### src/rtl/mux_arb_pkg.sv
// rtl/mux_arb_pkg.sv - shared constants and state type for the mux round-robin arbiter
package mux_arb_pkg;

    localparam int N_REQ = 8;
    localparam int SEL_W = 3;

    typedef enum logic [1:0] {
        IDLE = 2'd0,
        BUSY = 2'd1,
        GAP  = 2'd2
    } arb_state_t;

    localparam logic [N_REQ-1:0] GNT_RST = '0;
    localparam logic [SEL_W-1:0] SEL_RST = '0;

endpackage

### src/rtl/rr_pick8.sv
// rtl/rr_pick8.sv - combinational rotate-and-find-first picker over eight requests
import mux_arb_pkg::*;

module rr_pick8 (
    input  logic [N_REQ-1:0] req,
    input  logic [SEL_W-1:0] ptr,
    output logic             found,
    output logic [SEL_W-1:0] idx,
    output logic [N_REQ-1:0] onehot
);

    logic [2*N_REQ-1:0] dbl;
    logic [N_REQ-1:0]   rot;
    logic [SEL_W-1:0]   off;

    always_comb begin
        // Rotating right by ptr puts the search start at bit 0.
        dbl   = {req, req} >> ptr;
        rot   = dbl[N_REQ-1:0];
        found = 1'b0;
        off   = '0;
        for (int i = N_REQ - 1; i >= 0; i--) begin
            if (rot[i]) begin
                found = 1'b1;
                off   = i[SEL_W-1:0];
            end
        end
        idx    = ptr + off;
        onehot = N_REQ'(1) << idx;
    end

endmodule

### src/rtl/mux_rr_arbiter.sv
// rtl/mux_rr_arbiter.sv - round-robin owner arbiter driving the 8-to-1 mux select
// Optional hold-time preemption is built when MUX_ARB_TIMEOUT_EN is defined.
import mux_arb_pkg::*;

module mux_rr_arbiter #(
    parameter int unsigned MAX_HOLD = 16
) (
    input  logic             clk,
    input  logic             rst_n,
    input  logic [N_REQ-1:0] req,
    output logic [N_REQ-1:0] gnt,
    output logic             gnt_valid,
    output logic [SEL_W-1:0] sel,
    output logic             preempt
);

    localparam logic [7:0] HOLD_LAST = 8'(MAX_HOLD - 1);

    arb_state_t       state_q, state_d;
    logic [SEL_W-1:0] ptr_q, ptr_d;
    logic [N_REQ-1:0] gnt_q, gnt_d;
    logic [SEL_W-1:0] sel_q, sel_d;
    logic             valid_q, valid_d;
    logic             pre_q, pre_d;
    logic [7:0]       cnt_q, cnt_d;
    logic             timeout;

    logic             pick_found;
    logic [SEL_W-1:0] pick_idx;
    logic [N_REQ-1:0] pick_onehot;

    rr_pick8 u_pick (
        .req    (req),
        .ptr    (ptr_q),
        .found  (pick_found),
        .idx    (pick_idx),
        .onehot (pick_onehot)
    );

`ifdef MUX_ARB_TIMEOUT_EN
    assign timeout = (cnt_q == HOLD_LAST);

    always_ff @(posedge clk or negedge rst_n) begin
        if (!rst_n) cnt_q <= 8'd0;
        else        cnt_q <= cnt_d;
    end
`else
    // No counter: grants are held for as long as the owner requests.
    assign timeout = 1'b0 & (HOLD_LAST != 8'd0);
    assign cnt_q   = 8'd0;
`endif

    always_comb begin
        state_d = state_q;
        ptr_d   = ptr_q;
        gnt_d   = gnt_q;
        sel_d   = sel_q;
        valid_d = valid_q;
        pre_d   = 1'b0;
        cnt_d   = cnt_q;
        case (state_q)
            IDLE: begin
                if (pick_found) begin
                    gnt_d   = pick_onehot;
                    sel_d   = pick_idx;
                    valid_d = 1'b1;
                    cnt_d   = 8'd0;
                    state_d = BUSY;
                end
            end
            BUSY: begin
                // sel_q is the owner index for the whole BUSY period.
                if (!req[sel_q] || timeout) begin
                    gnt_d   = GNT_RST;
                    valid_d = 1'b0;
                    ptr_d   = sel_q + SEL_W'(1);
                    pre_d   = req[sel_q] & timeout;
                    state_d = GAP;
                end else begin
                    cnt_d = cnt_q + 8'd1;
                end
            end
            GAP:     state_d = IDLE;
            default: state_d = IDLE;
        endcase
    end

    always_ff @(posedge clk or negedge rst_n) begin
        if (!rst_n) begin
            state_q <= IDLE;
            ptr_q   <= '0;
            gnt_q   <= GNT_RST;
            sel_q   <= SEL_RST;
            valid_q <= 1'b0;
            pre_q   <= 1'b0;
        end else begin
            state_q <= state_d;
            ptr_q   <= ptr_d;
            gnt_q   <= gnt_d;
            sel_q   <= sel_d;
            valid_q <= valid_d;
            pre_q   <= pre_d;
        end
    end

`ifdef MUX_ARB_TIMEOUT_EN
    assign preempt = pre_q;
`else
    assign preempt = 1'b0 & pre_q;
`endif

    assign gnt       = gnt_q;
    assign gnt_valid = valid_q;
    assign sel       = sel_q;

endmodule

### config.mk
export PLATFORM = sky130hd
export DESIGN_NAME = mux_rr_arbiter
export DESIGN_NICKNAME = d
export VERILOG_FILES = /design/src/rtl/mux_arb_pkg.sv /design/src/rtl/rr_pick8.sv /design/src/rtl/mux_rr_arbiter.sv
export SDC_FILE = /design/constraint.sdc
export NUM_CORES = 1
export LEC_CHECK = 0
export CAP_MARGIN = 10
export CELL_PAD_IN_SITES_DETAIL_PLACEMENT = 1
export CELL_PAD_IN_SITES_GLOBAL_PLACEMENT = 1
export CORE_MARGIN = 1
export CORE_UTILIZATION = 41
export CTS_CLUSTER_DIAMETER = 80
export CTS_CLUSTER_SIZE = 12
export DETAILED_ROUTE_END_ITERATION = 16
export PLACE_DENSITY = 0.81
export SETUP_SLACK_MARGIN = 0.02
export SLEW_MARGIN = 40
export SYNTH_ARGS = -nofsm -noshare
export SYNTH_HDL_FRONTEND = slang
export SYNTH_SLANG_ARGS = --single-unit
### constraint.sdc
create_clock -name clk -period 5.1 [get_ports clk]
set_input_delay 0.51 -clock clk [delete_from_list [all_inputs] [get_ports clk]]
set_output_delay 0.51 -clock clk [all_outputs]
set_load 0.01 [all_outputs]
==> flow_results.org <==
** STA
- Setup violations remaining at the end of the flow were counted as 0.
- Least-Margin Pin Slew :: 0.812 ns
- Across all hold checks on the routed design, the worst slack comes to 0.161 ns.
- Setup tns final :: 0 ns
- Share of the cycle needed by the critical path after routing :: 80.7%
- Clock period minus final worst setup slack :: 4.12 ns
- Count of final hold-check violations :: 0
- The clock arrives with roughly 0.0027 ns of skew.
- Based on the critical path, the design can be clocked at up to 243 MHz.
- Setup repair after global routing left no endpoint under its margin.
- The max-slew violation count was 0.
- Setup slack of the critical path after layout :: just under 1 ns
- In this run the tightest slew margin relative to its limit is 45.4%.

** Routing
- DR DRC count :: 0
- Detailed Routing Iterations Pass 1 :: 4
- Total length of routed wires :: 4490 um
- Count of vias placed by the detailed router :: about 1,500
- Count of antenna-violating nets left after detailed routing :: 0
- After the first detailed-routing iteration, the DRC count stood at 67.
- Routed length per placed instance :: 19.3 um
- In the routed layout, each cell is associated on average with a via count of roughly 6.3.

** Clock tree
- Number of buffers inserted for hold repair after clock tree synthesis :: 0
- Clock transition at the register clock pins on the worst setup and hold paths after CTS :: 0.06 ns
- TritonCTS built the clock tree.
- Gates resized during post-CTS repair numbered 0.
- In this run the deepest clock path goes through 2 buffers.
- At the later pin of the worst-skew pair, clock insertion delay measures 0.26 ns.
- The root buffer cell chosen for the clock tree is sky130_fd_sc_hd__clkbuf_8.
- Inserted Clock Buffers :: 3
- Post-CTS Setup Inserts :: 0
- Count of clock tree sinks :: 17
- In this run the number of H-tree levels came out at 1.

** Layout
- Post-layout utilization of the core :: 49.0%
- Antenna Cells :: 0
- With fillers left out, the area of the finished cells amounts to 1800 um2.
- Number of nets in the layout :: a little under 200
- Number of standard cells in the layout, taps in and fillers out :: 232
- Share of layout cells above drive strength 1 :: between 10% and 20%
- Syn-to-layout area delta :: 15.1%

** Logic synthesis
- Counting flops and latches in the post-synthesis netlist gives 17.
- Distinct cells, synth :: 41
- Counting every instance in the synthesized netlist gives 176.
- By area the synthesized netlist is led by sky130_fd_sc_hd__dfrtp_1 27%, sky130_fd_sc_hd__mux4_2 7.2%, sky130_fd_sc_hd__nor3_1 7.1%.
- After synthesis, the mean cell area works out to just under 9 um2.
- After synthesis, flip-flops and latches occupy 27.3% of the total area.
- Yosys synthesis warning count :: 0
- Nets in the synthesized netlist :: roughly 190
- Most area-hungry cell type in the Yosys netlist :: sky130_fd_sc_hd__dfrtp_1
- Of the post-synthesis cell area, the dominant cell type holds 27.3%.
- After synthesis the cells add up to 1560 um2.

** Power and ir drop
- Total power :: 1.26 mW
- Dividing total power by cell area gives a power density of 704 nW/um2.
- Part of the power in registers :: 23.8%
- Power share of the clock group :: about 8%
- Switching Fraction :: 49.4%
- Portion of total power attributed to combinational logic :: 68.2%
- The internal portion of the total power is 0.640 mW.
- Across the VDD grid, the largest voltage drop is around 0.00031 V.
- In this run the static leakage power is 0.685 nW.
- For this design the total switching power over the nets is approximately 0.62 mW.

** Global route
- Entering global routing, the biggest net connects 28 pins.
- The number of antenna violations at the first check in global routing came to 0.
- Vias in the first global route :: 1,476
- Global route total overflow :: 0
- GRT Overall Usage :: 23.7%
- Wire length of the first global-routing pass :: 7400 um

** Setup path
- Worst reg2reg setup slack :: 1.02 ns
- In this run the critical register-to-register path is launched from ptr_q[1].
- At the worst endpoint, the required time is 5.20 ns.
- Critical Path Source Type :: input port
- Setup crit end kind :: flip-flop
- Cell depth of the worst flop-to-flop path :: 10
- Biggest fanout along the worst timing path :: 12
- In this run the worst setup path begins at req[6].
- STA puts the critical path data arrival time at 4.22 ns.
- The worst setup path is of the in -> reg kind.

** Place
- Post-placement worst setup slack :: 0.747 ns
- Detailed placement HPWL :: approximately 3200 um
- Input and output buffers added on the ports amount to 21.
- The number of placed instances, taps included, is 228.
- Placed instance area :: 1750 um2
- At the end of routability-driven placement, the weighted congestion stood at 0.899.

** Floorplanning
- Area of the placeable core :: approximately 3700 um2
- The floorplan step defined a die boundary enclosing 4060 um2.
- After floorplanning, the core was divided into 22 placement rows.
- DIE WIDTH :: 63.7 um
- Vertical extent of the die :: 63.7 um
- Pin placement for this block handled 23 I/O pins.
- The initial utilization of the core area, before any placement, comes to 42.6%.

** Job
- The tool flagged a number of max-cap violations equal to 0.

** Hold path
- The tightest min-delay check is of the in -> async type.

** Status
- The flow ran to the end, and the final reports show no timing, DRC or antenna violations.
-- registers in the layout, indices dropped and copies added, names as in the netlist --
register,flops
state_q,2
ptr_q,3
gnt_valid,1
gnt,8
sel,3
-- metal layers --
metal | wire, um | track usage (%)
met1 | 1940 | 30.2
met3 | 201 | 2.72
met4 | 77 | 9.66
met5 | 0 | 0
met2 | 2260 | 40.3
-- synth_stat cells, drive strengths merged --
cell     instances
and3             2
clkbuf          12
mux2i           10
a211o            1
nand2b           3
nor2             6
o21ai            7
ha               2
a31oi            1
a22o             1
nand2           12
nand3            3
mux4             5
dfrtp           17
o2bb2ai          4
a21o             2
nor4             7
buf              6
nand3b           2
inv              6
a2bb2oi          1
or4              4
a32o             3
mux2             7
xnor2            4
a211oi           2
nor3            22
conb             1
nor2b            2
fa               1
nor3b           11
o211ai           3
a21oi            5
a311oi           1
-- layout make-up --
class / instances / area (um2)
fillers: 428 / 1870
multi-input cells: 135 / 1030
flip-flops and latches: 17 / 427
repair buffers: 22 / 213
well taps: 48 / 60.1
clock buffers: 4 / 45.0
inverters: 6 / 22.5
-- critical path, stage by stage --
cell and delay [ns]:
sky130_fd_sc_hd__clkdlybuf4s50_1 0.63, sky130_fd_sc_hd__mux2_2 0.40, sky130_fd_sc_hd__mux2_2 0.27, sky130_fd_sc_hd__a311oi_1 0.31, sky130_fd_sc_hd__a21oi_1 0.12, sky130_fd_sc_hd__a211oi_1 0.26, sky130_fd_sc_hd__a211o_1 0.13, sky130_fd_sc_hd__ha_1 0.14
sky130_fd_sc_hd__inv_1 0.05, sky130_fd_sc_hd__fa_1 0.38, sky130_fd_sc_hd__xnor2_1 0.15, sky130_fd_sc_hd__xnor2_1 0.67, sky130_fd_sc_hd__o2bb2ai_1 0.19
-- power by group through the flow --
stage	registers, mW	logic, mW	clock network, mW
global placement	0.291	0.789	0
floorplan	0.238	0.681	0
finish	0.301	0.862	0.101
CTS	0.298	0.865	0.104
global route	0.313	0.950	0.109
detailed placement	0.301	0.853	0
-- path summary, 6_finish.rpt --
path                             end
max in group asynchronous   ptr_q[0]
max                           gnt[2]
min in group clk           gnt_valid
min                           gnt[2]
max reg2reg                   gnt[2]
min reg2reg                gnt_valid
-- placed cells by master, fill, tap and decap left out, types with 2 or more instances in the layout --
| cell | instances |
|---|---|
| sky130_fd_sc_hd__mux2_2 | 5 |
| sky130_fd_sc_hd__nor3b_1 | 10 |
| sky130_fd_sc_hd__o211ai_1 | 3 |
| sky130_fd_sc_hd__nand3_1 | 3 |
| sky130_fd_sc_hd__dfrtp_1 | 16 |
| sky130_fd_sc_hd__nor4_1 | 7 |
| sky130_fd_sc_hd__o21ai_0 | 7 |
| sky130_fd_sc_hd__inv_1 | 6 |
| sky130_fd_sc_hd__clkbuf_8 | 3 |
| sky130_fd_sc_hd__o2bb2ai_1 | 4 |
| sky130_fd_sc_hd__a211oi_1 | 2 |
| sky130_fd_sc_hd__and3_1 | 2 |
| sky130_fd_sc_hd__xnor2_1 | 4 |
| sky130_fd_sc_hd__mux4_2 | 5 |
| sky130_fd_sc_hd__nor2b_1 | 2 |
| sky130_fd_sc_hd__ha_1 | 2 |
| sky130_fd_sc_hd__a21oi_1 | 5 |
| sky130_fd_sc_hd__nor3_1 | 22 |
| sky130_fd_sc_hd__a32o_1 | 3 |
| sky130_fd_sc_hd__mux2i_1 | 10 |
| sky130_fd_sc_hd__nand2b_1 | 3 |
| sky130_fd_sc_hd__a21o_1 | 2 |
| sky130_fd_sc_hd__or4_1 | 4 |
| sky130_fd_sc_hd__nand2_1 | 12 |
| sky130_fd_sc_hd__clkdlybuf4s50_1 | 20 |
| sky130_fd_sc_hd__mux2_4 | 2 |
| sky130_fd_sc_hd__nor2_1 | 5 |
| sky130_fd_sc_hd__nand3b_1 | 2 |
-- cells by family (layout without fill, tap and decap cells) --
group	Yosys count	count (layout)	synth area share (%)
AND/OR/NAND/NOR	74	74	26.9
AO/OA/AOI/OAI	31	31	14.0
buffers and inverters	24	32	7.22
multiplexers	22	22	19.2
flip-flops	17	17	27.3
XOR/XNOR	4	4	2.25
adder cells (fa/ha/maj)	3	3	2.89
other	1	1	0.240
(Power assumes the default switching activity.)
